--- config.mk ---
export PLATFORM = sky130hd
export DESIGN_NAME = fetch_unit
export DESIGN_NICKNAME = d
export VERILOG_FILES = /design/src/rtl/fetch_pkg.sv /design/src/rtl/fetch_fifo.sv /design/src/rtl/fetch_unit.sv
export SDC_FILE = /design/constraint.sdc
export NUM_CORES = 1
export LEC_CHECK = 0
export CORE_ASPECT_RATIO = 1.2
export CORE_MARGIN = 8
export CORE_UTILIZATION = 30
export DETAILED_ROUTE_END_ITERATION = 10
export HOLD_SLACK_MARGIN = 0.08
export PLACE_DENSITY_LB_ADDON = 0.08
export SLEW_MARGIN = 10
export SYNTH_ARGS = -nofsm -noshare
export SYNTH_HDL_FRONTEND = slang
export SYNTH_SLANG_ARGS = --single-unit
--- constraint.sdc ---
create_clock -name clk -period 2.95 [get_ports clk]
set_clock_uncertainty 0.15 [all_clocks]
set_input_delay 0.59 -clock clk [delete_from_list [all_inputs] [get_ports clk]]
set_output_delay 0.59 -clock clk [all_outputs]
set_load 0.005 [all_outputs]
--- src/rtl/fetch_pkg.sv ---
// Shared widths and the fetch buffer entry layout.
// Provides defaults for address, instruction and FIFO depth.
package fetch_pkg;

    localparam int FETCH_AW    = 8;
    localparam int FETCH_IW    = 16;
    localparam int FETCH_DEPTH = 4;

    typedef struct packed {
        logic [FETCH_IW-1:0] data;
        logic [FETCH_AW-1:0] pc;
    } fetch_entry_t;

endpackage

--- src/rtl/fetch_fifo.sv ---
// First-word fall-through FIFO holding fetched words with their PC.
// Ports: push/wdata write, pop advances head, flush empties, rdata is head, count is occupancy.
module fetch_fifo #(
    parameter  int W     = 24,
    parameter  int DEPTH = 4,
    localparam int CW    = $clog2(DEPTH) + 1
) (
    input  logic          clk,
    input  logic          reset,
    input  logic          push,
    input  logic [W-1:0]  wdata,
    input  logic          pop,
    input  logic          flush,
    output logic [W-1:0]  rdata,
    output logic [CW-1:0] count
);

    localparam int PW = $clog2(DEPTH);

    logic [W-1:0]  mem [DEPTH];
    logic [PW-1:0] wptr;
    logic [PW-1:0] rptr;

    always_ff @(posedge clk or posedge reset) begin
        if (reset) begin
            wptr  <= '0;
            rptr  <= '0;
            count <= '0;
        end else if (flush) begin
            wptr  <= '0;
            rptr  <= '0;
            count <= '0;
        end else begin
            if (push) wptr <= wptr + 1'b1;
            if (pop)  rptr <= rptr + 1'b1;
            case ({push, pop})
                2'b10:   count <= count + 1'b1;
                2'b01:   count <= count - 1'b1;
                default: count <= count;
            endcase
        end
    end

    // Storage needs no reset; occupancy is tracked by count.
    always_ff @(posedge clk) begin
        if (push && !flush) mem[wptr] <= wdata;
    end

    assign rdata = mem[rptr];

endmodule

--- src/rtl/fetch_unit.sv ---
// Instruction fetch stage: drives the pc, issues memory reads, buffers tagged words.
// Ports: pc_in/pc_enable/pc_increment to pc, mem_* to imem, redirect_* from execute, instr_* to decode.
module fetch_unit
    import fetch_pkg::*;
#(
    parameter int AW    = FETCH_AW,
    parameter int IW    = FETCH_IW,
    parameter int DEPTH = FETCH_DEPTH
) (
    input  logic          clk,
    input  logic          reset,
    input  logic [AW-1:0] pc_in,
    output logic          pc_enable,
    output logic [AW-1:0] pc_increment,
    output logic          mem_rd,
    output logic [AW-1:0] mem_addr,
    input  logic [IW-1:0] mem_rdata,
    input  logic          redirect_valid,
    input  logic [AW-1:0] redirect_target,
    output logic          instr_valid,
    input  logic          instr_ready,
    output logic [IW-1:0] instr_data,
    output logic [AW-1:0] instr_pc
);

    localparam int CW = $clog2(DEPTH) + 1;

    logic [CW-1:0]    count;
    logic             inflight;
    logic [AW-1:0]    tag;
    logic             credit;
    logic             issue;
    logic             push;
    logic             pop;
    logic [IW+AW-1:0] head;

    // Credit counts the in-flight read; a pop this cycle frees nothing yet.
    assign credit = ({1'b0, count} + {{CW{1'b0}}, inflight})
                    < (CW + 1)'(DEPTH);

    assign issue     = !reset && !redirect_valid && credit;
    assign mem_rd    = issue;
    assign mem_addr  = pc_in;
    assign pc_enable = !reset && (issue || redirect_valid);

    // The pc only adds, so a jump becomes target minus current, mod 2^AW.
    always_comb begin
        pc_increment = AW'(1);
        if (reset)
            pc_increment = '0;
        else if (redirect_valid)
            pc_increment = redirect_target - pc_in;
    end

    always_ff @(posedge clk or posedge reset) begin
        if (reset) begin
            inflight <= 1'b0;
            tag      <= '0;
        end else begin
            inflight <= issue;
            if (issue) tag <= pc_in;
        end
    end

    assign instr_valid = (count != '0);
    assign push        = inflight && !redirect_valid;
    assign pop         = instr_valid && instr_ready && !redirect_valid;

    fetch_fifo #(
        .W     (IW + AW),
        .DEPTH (DEPTH)
    ) u_fifo (
        .clk   (clk),
        .reset (reset),
        .push  (push),
        .wdata ({mem_rdata, tag}),
        .pop   (pop),
        .flush (redirect_valid),
        .rdata (head),
        .count (count)
    );

    assign {instr_data, instr_pc} = head;

endmodule

# Yosys cells after proc, flatten, opt, wreduce, memory -nomap -nowiden

Memory sizes are Yosys's and may differ from the RTL's.
Index checks and enable logic that the tools add are counted.

Flip-flop bits (word level): 16
Memory bits (writable): 96
Bits of input ports: 36
Output and inout port bits: 43
Word-level logic and storage cells: 39
Memories: 1

Memory list:

| name       | words | width | rd ports | clocked after memory_dff | wr ports | line             | text |
|---|---|---|---|---|---|---|---|
| u_fifo.mem | 4     | 24    | 1        | 0                        | 1        | fetch_fifo.sv:20 | `logic [W-1:0] mem [DEPTH];` |

Add/sub/neg operators: 6
Magnitude comparators: 1
Equality and inequality tests: 2
Multiplexer cells: 10
Reductions and logical operators: 14

Operators by type and width:

| kind                  | count |
|---|---|
| $mux W8               | 2 |
| $mux W2               | 4 |
| $sub A8 B8 Y8         | 1 |
| $logic_and A1 B1 Y1   | 7 |
| $pmux W3 S2           | 1 |
| $reduce_bool A3 Y1    | 2 |
| $add A2 B1 Y2 const B | 2 |
| $add A3 B1 Y4         | 1 |
| $lt A4 B3 Y1 const B  | 1 |
| $reduce_bool A2 Y1    | 2 |
| $add A3 B1 Y3 const B | 1 |
| $mux W3               | 1 |
| $sub A3 B1 Y3 const B | 1 |
| $eq A2 B1 Y1 const B  | 1 |
| $eq A2 B2 Y1 const B  | 1 |
| $logic_not A1 Y1      | 2 |
| $mux W1               | 2 |
| $logic_or A1 B1 Y1    | 1 |

# Longest topological paths before layout

Gate-level depths: netlist of run 1.

Depth after elaboration: 6
Mapped depth: 8
Gate-level depth less buffers: 8

# By module

From an unflattened synthesis of run 1, not the netlist that was laid out.

Cells, all modules: 265
Area total of the unflattened synthesis: 4,737.0 um2

By module, submodules not included:

| module     | instances | cells each | area each (um2) | seq. area each (um2) |
|---|---|---|---|---|
| fetch_fifo | 1         | 168        | 3,938.8         | 3,057.9 |
| fetch_unit | 1         | 97         | 798.3           | 225.2 |

# Worst setup path before layout of run 1

Ideal clock, no wire load.

Path type: input-to-output
Start point: input port pc_in[1]
End point: output port pc_increment[5]
Arrival: 1,872 ps
Required time: 2,210 ps
Setup slack: 338 ps
Cell stages on the path: 6
Path buffers: 0
Cell sequence: inv_1 > ha_1 > nor2b_1 > o31a_1 > or4_1 > nand3_1

Word-level cells in the longest chain between the ends: 3

RTL lines:

| item               | line             | text |
|---|---|---|
| start: declaration | fetch_unit.sv:12 | `input logic [AW-1:0] pc_in,` |
| $sub A8 B8 Y8      | fetch_unit.sv:52 | `pc_increment = redirect_target - pc_in;` |
| $mux W8            | fetch_unit.sv:51 | `else if (redirect_valid)` |
| $mux W8            | fetch_unit.sv:49 | `if (reset)` |
| end: declaration   | fetch_unit.sv:14 | `output logic [AW-1:0] pc_increment,` |

Every way passes these cells.

# Worst setup path after layout of run 1

Same ends and word-level chain as after synthesis.

==> results.tsv, run 1 <==
metric	value	unit
drv_slew	0	
drc	0	
crit_chain	clkdlybuf4s15_2 > inv_2 > ha_1 > nor2b_1 > o31a_1 > or4_4 > nand3_2 > buf_2	
multiInputGateArea	0.00136	mm^2
gp_congestion	0.761	
finalNetCount	425	
postSynthAreaPerCell	17.6	um^2
fmax	339	MHz
holdWs	0.377	ns
synth_edf_count	96	
netlist_instances	268	
finalCritPeriodShare	99.9	%
ios	79	
layout-drive-gt1-share	28.6	%
max_stage_delay	0.48	ns
worstHoldPathCells	0	
cp_data_arrival_time	2.21	ns
endpoint_kind	output port	
dp.final_hpwl	7040	um
cpMaxStageDelayCell	or4_4	
start_kind	input pin	
reg2reg_depth	6	
track_usage	10.4	%
clockRootBuffer	clkbuf_16	
ys_seq_elements	112	
clock_latency	0.34	ns
antenna_found_initial	0	
n_fill_cell	1514	
finalPower	4380	uW
cp.depth	8	
rsz0062_at_grt	true	
synth_flop_cell	edfxtp_1	
grt_pass1_wl	15700	um
clockBufferDepth	2	
syn_area	0.00471	mm^2
ys_async_sr_fraction	14.3	%
wl	9820	um
syn_nets	317	
synth.distinct_cells	41	
cts_tree	done	
grt-ovfl-total	0	
vias_per_cell	4.44	
hold_buffers	0	
start_util	30.4	%
cpLargestDelayFamily	simple AND/OR/NAND/NOR gates	
cts_buffers	9	
peakVddDrop	0.000247	V
period_needed	2.95	ns
p_leak	0.00227	uW
clk_pin_slew_worst_paths	0.07	ns
vias	2613	
crit_buf_inv	3	
max_slew_margin	58.6	%
power_density	692	mW/mm^2
htreeDepth	3	
crit_fanout	3	
first_pass_iters	4	
antenna_cells	0	
cp.required	2.21	ns
seqCellArea	0.00328	mm^2
finalSetupViolations	0	
grt_pass1_vias	2996	
drtIter0Drc	98	
path_class	input pin to output port	
yosys_warnings	0	
tightest_slew	0.620	ns
rows	50	
port_buffers	78	
final_antenna_net_count	0	
core-area	0.0155	mm^2
area_delta_synth_final	34.5	%
ys_seq_area_share	69.7	%
grt_max_degree	21	
die_area	0.0200	mm^2
die_h	153	um
maxCapViolCount	0	
hold_violations	0	
die_width	130	um
hold_class	flip-flop to flip-flop	
reg2reg_slack	0.83	ns
post_drt_wl_per_cell	16.7	um
clock_sinks	112	
status	complete, no violations	
final timing paths:
| check | end | from |
|---|---|---|
| max in group asynchronous | u_fifo.rptr[0] | reset |
| worst min-delay path | u_fifo.mem[3][4] | tag[4] |
| worst max register to register | u_fifo.count[2] | u_fifo.count[0] |
| min in group asynchronous | u_fifo.count[0] | reset |
| worst min register to register | u_fifo.mem[3][4] | tag[4] |
| worst max-delay path | pc_increment[5] | pc_in[1] |
worst register-to-register path, cell delays in order, from the launching register on:
cell,delay [ns]
dfrtp_1,0.47
o31ai_4,0.39
nor3_1,0.10
fa_1,0.39
nor3_1,0.26
o21ai_0,0.11
nor3b_1,0.14
cells in the mapped netlist, drive strengths merged (2+ instances only):
master | instances | share of area (%)
edfxtp | 96 | 61
mux4 | 24 | 11
buf | 16 | 2.2
dfrtp | 16 | 8.5
inv | 14 | 1.1
nor2 | 13 | 1.0
ha | 11 | 2.9
nand2 | 10 | 0.80
o21ai | 10 | 1.1
and2 | 6 | 0.80
nor3 | 6 | 0.74
mux2i | 4 | 0.85
xnor2 | 4 | 0.74
a21oi | 3 | 0.32
nand2b | 3 | 0.40
nor2b | 3 | 0.40
a211oi | 2 | 0.32
a31oi | 2 | 0.27
and3 | 2 | 0.27
clkbuf | 2 | 0.19
fa | 2 | 0.85
mux2 | 2 | 0.48
or4 | 2 | 0.32
xor2 | 2 | 0.37
per-stage QoR:
step                worst slack, ns  setup TNS (ns)  area [um^2]  instances  util (%)
floorplan                     0.338               0         4710        268         -
global placement             -0.703           -3.66         5940        573      38.3
detailed placement           -0.715           -3.66         5940        573      38.3
CTS                         -0.0681         -0.0681         6320        589      40.7
global route                -0.0398         -0.0398         6340        589      40.8
finish                      0.00439               0         6340        589      40.8
registers in the layout, summed over array words and instances (netlist names):
register / count
inflight: 1
u_fifo.rptr: 2
u_fifo.mem: 96
u_fifo.wptr: 2
u_fifo.count: 3
tag: 8
where the power goes:
group | internal [uW] | leakage (uW) | switching [uW]
combinational | 678 | 0.00104 | 430
sequential | 1870 | 0.00107 | 116
clock | 751 | 0.000157 | 536
total | 3300 | 0.00227 | 1080
cell families after synthesis:
kind of cell | Yosys count | share of synthesized area (%)
buf+inv | 32 | 3.48
compound gates | 23 | 3.27
mux | 30 | 12.8
xor+xnor | 6 | 1.12
fa+ha+maj | 13 | 3.77
flops | 112 | 69.7
simple gates | 52 | 5.85
final cells by class:
cell class | instances | share of cell area, %
flip-flops and latches | 112 | 51.8
multi-input cells | 124 | 21.5
repair buffers | 115 | 16.7
well taps | 208 | 4.11
clock buffers | 10 | 3.61
clock inverters | 6 | 1.44
inverters | 14 | 0.829
layer usage:
layer | share of wire, % | vias to the layer above | GRT usage [%]
met4 | 1.7 | 0 | 4.60
met5 | 0 | - | 0
met3 | 6.5 | 10 | 3.24
met1 | 41 | 1297 | 11.5
li1 | - | 1242 | -
met2 | 51 | 64 | 17.8
cell usage in the layout (no fill, tap or decap), drive strengths merged, types with 2 or more instances in the layout:
cell type | synthesis | final
a211oi | 2 | 2
a21oi | 3 | 3
a31oi | 2 | 2
and2 | 6 | 6
and3 | 2 | 2
buf | 16 | 41
bufinv | 0 | 2
clkbuf | 2 | 10
clkdlybuf4s15 | 0 | 3
clkdlybuf4s50 | 0 | 58
clkinv | 0 | 2
dfrtp | 16 | 16
dlygate4sd2 | 0 | 11
dlymetal6s2s | 0 | 2
edfxtp | 96 | 96
fa | 2 | 2
ha | 11 | 11
inv | 14 | 16
mux2 | 2 | 2
mux2i | 4 | 4
mux4 | 24 | 24
nand2 | 10 | 10
nand2b | 3 | 3
nor2 | 13 | 13
nor2b | 3 | 3
nor3 | 6 | 6
o21ai | 10 | 10
or4 | 2 | 2
xnor2 | 4 | 4
xor2 | 2 | 2
repair_timing:
item	4_1_cts	5_1_grt
pin swaps	10	5
buffers inserted	0	0
setup endpoints to repair	7	4
gates resized for setup	53	9
No activity file was read; power rests on OpenSTA's default activity.
==> inputs of run 2 (changes only) <==
Clock period 2.95 ns to 3.8 ns, I/O delays scaled along.
==> results.tsv, run 2 (synthesis results as in run 1) <==
metric	value	unit
status	complete, no violations	
rsz0062_at_grt	false	
reg2reg_slack	1.71	ns
clk_pin_slew_worst_paths	0.07	ns
postLayoutCoreUtil	39.7	%
grt_max_degree	26	
reg.largest.list	u_fifo.mem x96, tag x8, u_fifo.count x3	
power_density	531	mW/mm^2
instances_no_fill	578	
endpoint_kind	output port	
p_leak	0.00215	uW
start_kind	input pin	
die_h	153	um
hold_class	flip-flop to flip-flop	
layout-drive-gt1-share	19.7	%
port_buffers	78	
dp.final_hpwl	6680	um
drv_slew	0	
period_needed	3.64	ns
cts_buffers	9	
antenna_cells	0	
path_class	input pin to output port	
wl	9630	um
cts_resized	6	
final_antenna_net_count	0	
dp.cells	562	
drc	0	
tightest_slew	0.653	ns
ios	79	
final_common_cell	edfxtp_1	
finalCritPeriodShare	95.9	%
die_area	0.0200	mm^2
finalNetCount	414	
post_cts_buffers	0	
finalSetupViolations	0	
core-area	0.0155	mm^2
clockBufferDepth	2	
drtIter0Drc	182	
cp.required	2.89	ns
max_slew_margin	56.4	%
rows	50	
layout_common_cells	edfxtp_1, clkdlybuf4s50_1, mux4_2	
htreeDepth	3	
start_util	30.4	%
grt_pass1_wl	15800	um
post_drt_wl_per_cell	16.7	um
crit_fanout	2	
hold_buffers	0	
grt-ovfl-total	0	
first_pass_iters	4	
antenna_found_initial	0	
cp_data_arrival_time	2.73	ns
grt_pass1_vias	2927	
clock_latency	0.34	ns
vias	2544	
fmax	274	MHz
largest_register_ffs	96	
maxCapViolCount	0	
gp_congestion	0.700	
clockRootBuffer	clkbuf_16	
tns	0	ns
clock_sinks	112	
cts_tree	done	
vias_per_cell	4.40	
die_width	130	um
hold_violations	0	
track_usage	10.5	%
area_delta_synth_final	30.7	%
top_register	u_fifo.mem	
peakVddDrop	0.000213	V
-- run 2: changes by cell type in the layout (fill, tap and decap cells not counted), moves of 3 or more --
cell             delta
clkinvlp_4          +3
clkdlybuf4s50_1    +14
inv_2               -4
dlygate4sd2_1       -6
ha_1                +6
buf_2               -4
ha_4                -4
buf_4              -12
inv_1               +4
-- run 2: path summary, 6_finish.rpt --
check,from,to,depth (start not counted)
hold reg to reg,tag[2],u_fifo.mem[1][2],0
setup reg to reg,u_fifo.count[0],u_fifo.count[2],6
min in group asynchronous,reset,tag[5],3
max in group asynchronous,reset,u_fifo.rptr[0],3
hold / removal,tag[2],u_fifo.mem[1][2],0
setup / recovery,pc_in[2],pc_increment[5],8
-- run 2: final cells by class --
cell class                 count  area, um^2
inverter                      14        52.6
multi-input combinational    124        1270
fill                        1508        9360
sequential                   112        3280
tap                          208         260
clock inverter                 6        51.3
clock buffer                  10         229
timing repair buffer         104        1010
-- run 2: layer usage --
metal / vias to the layer above / global-route usage (%) / part of all wire [%]
met5: - / 0 / 0
met2: 66 / 17.9 / 51
met1: 1255 / 11.6 / 41
met3: 10 / 3.03 / 6.5
li1: 1213 / - / -
met4: 0 / 5.32 / 1.9
-- run 2: through the flow --
stage	hold WS, ns	setup WS, ns	total power, uW	instance area, um^2
CTS	0.386	0.0482	3330	6150
global route	0.409	0.00365	3460	6150
detailed placement	0.363	-0.209	2440	5870
floorplan	0.321	0.848	2010	4710
finish	0.373	0.157	3260	6150
global placement	0.348	-0.194	2440	5870
-- run 2: where the power goes --
group	leakage (uW)	switching [uW]	internal, uW	total (uW)
Sequential	0.00107	116	1450	1570
Clock	0.000128	433	455	887
Combinational	0.000955	297	511	808
-- run 2: worst max-delay path, cell delays in order --
cell and delay [ns]:
clkdlybuf4s50_1 0.49, inv_1 0.06, ha_1 0.31, o21a_1 0.19
o31a_1 0.11, or4_1 0.47, nand3_1 0.10, dlygate4sd2_1 0.24
==> inputs of run 3 (changes only) <==
Settings changed: CTS_CLUSTER_SIZE set to 24, SETUP_SLACK_MARGIN set to 0.2, SKIP_LAST_GASP set to 1.
==> results.tsv, run 3 (synthesis results as in run 1) <==
metric	value	unit
status	complete, no violations	
endpoint_kind	output port	
p_leak	0.00215	uW
finalSetupViolations	0	
hold_buffers	0	
clockRootBuffer	clkbuf_16	
final_antenna_net_count	0	
post_drt_wl_per_cell	16.7	um
top_register	u_fifo.mem	
area_delta_synth_final	31.0	%
hold_violations	0	
drtIter0Drc	171	
drc	0	
drv_slew	0	
m1WireLength	3900	um
setup_ws	0.220	ns
max_slew_margin	56.3	%
grt-ovfl-total	0	
intPower	2420	uW
cp.required	2.89	ns
start_kind	input pin	
tightest_slew	0.654	ns
cp_data_arrival_time	2.67	ns
hold_class	flip-flop to flip-flop	
wl_met2	4900	um
wl_met3	626	um
port_buffers	78	
finalCritPeriodShare	94.2	%
cts_buffers	9	
grt_max_degree	26	
pre_cts_slack	-0.209	ns
power.share.clock	27.2	%
vias	2546	
clockBufferDepth	2	
design_area	0.00617	mm^2
layout-drive-gt1-share	22.2	%
die_h	153	um
start_util	30.4	%
p_switching	847	uW
wl	9650	um
power_frac_seq	48.0	%
die_width	130	um
reg.largest.list	u_fifo.mem x96, tag x8, u_fifo.count x3	
clock_sinks	112	
grt_pass1_vias	2927	
post_cts_buffers	0	
htreeDepth	3	
layout_common_cells	edfxtp_1, clkdlybuf4s50_1, mux4_2	
final_common_cell	edfxtp_1	
crit_chain	clkdlybuf4s50_1 > ha_1 > nor2b_1 > o31a_1 > or4_1 > nand3_1 > dlygate4sd2_1	
finalNetCount	414	
grt_pass1_wl	15800	um
max_stage_delay	0.48	ns
p_comb_share	24.8	%
gp_congestion	0.700	
cpMaxStageDelayCell	clkdlybuf4s50_1	
path_class	input pin to output port	
dp.cells	562	
crit_fanout	2	
antenna_found_initial	0	
vias_per_cell	4.40	
dp.final_hpwl	6680	um
cts_tree	done	
die_area	0.0200	mm^2
finalPower	3270	uW
p_sw_share	25.9	%
clock_latency	0.35	ns
largest_register_ffs	96	
power_density	530	mW/mm^2
crit_buf_inv	2	
rsz0062_at_grt	true	
antenna_cells	0	
maxCapViolCount	0	
instances_no_fill	578	
fmax	279	MHz
peakVddDrop	0.000215	V
placed_area	0.00587	mm^2
cpLargestDelayFamily	buffers and inverters	
top_layer_used	met4	
ios	79	
period_needed	3.58	ns
track_usage	10.5	%
rows	50	
clk_pin_slew_worst_paths	0.07	ns
core-area	0.0155	mm^2
first_pass_iters	3	
-- run 3: cell count changes in the layout (fill, tap and decap cells not counted), moves of 2 or more --
cell / delta
clkbuf_2: +3
dlygate4sd2_1: -3
ha_1: -3
ha_2: +2
-- run 3: worst paths after layout --
| path | from | end | slack, ns | depth (start not counted) |
|---|---|---|---|---|
| worst min-delay path | tag[2] | u_fifo.mem[1][2] | 0.37 | 0 |
| worst min register to register | tag[2] | u_fifo.mem[1][2] | 0.37 | 0 |
| max in group asynchronous | reset | u_fifo.rptr[0] | 2.22 | 3 |
| worst max register to register | u_fifo.count[0] | u_fifo.count[2] | 1.71 | 6 |
| worst max-delay path | redirect_target[1] | pc_increment[5] | 0.22 | 7 |
| min in group asynchronous | reset | tag[5] | 0.82 | 3 |
-- run 3: cell type report --
class | count | area [um^2]
Timing Repair Buffer | 104 | 1000
Clock buffer | 10 | 229
Clock inverter | 6 | 51.3
Multi-Input combinational cell | 124 | 1290
Fill cell | 1508 | 9340
Sequential cell | 112 | 3280
Inverter | 14 | 52.6
Tap cell | 208 | 260
-- run 3: per-stage QoR --
stage	hold slack (ns)	util [%]	TNS (ns)
global route	0.409	39.8	0
CTS	0.386	39.6	0
global placement	0.348	37.9	-0.701
detailed placement	0.363	37.9	-0.678
floorplan	0.321	-	0
finish	0.373	39.8	0
-- run 3: repair_timing --
item,4_1_cts,5_1_grt
setup endpoints to repair,5,6
resized for setup,7,16
pin swaps,0,2
-- run 3: power groups by stage --
stage	Combinational, uW	Clock (uW)	Sequential (uW)
final	811	888	1570
after global routing	899	974	1590
after CTS	838	922	1570
after detailed placement	839	0	1600
after global placement	840	0	1600
after floorplan	474	0	1530
-- run 3: per-layer routing --
metal | vias to the layer above | track usage [%]
li1 | 1214 | -
met1 | 1257 | 11.6
met2 | 63 | 17.9
met3 | 12 | 3.03
met4 | 0 | 5.32
met5 | - | 0
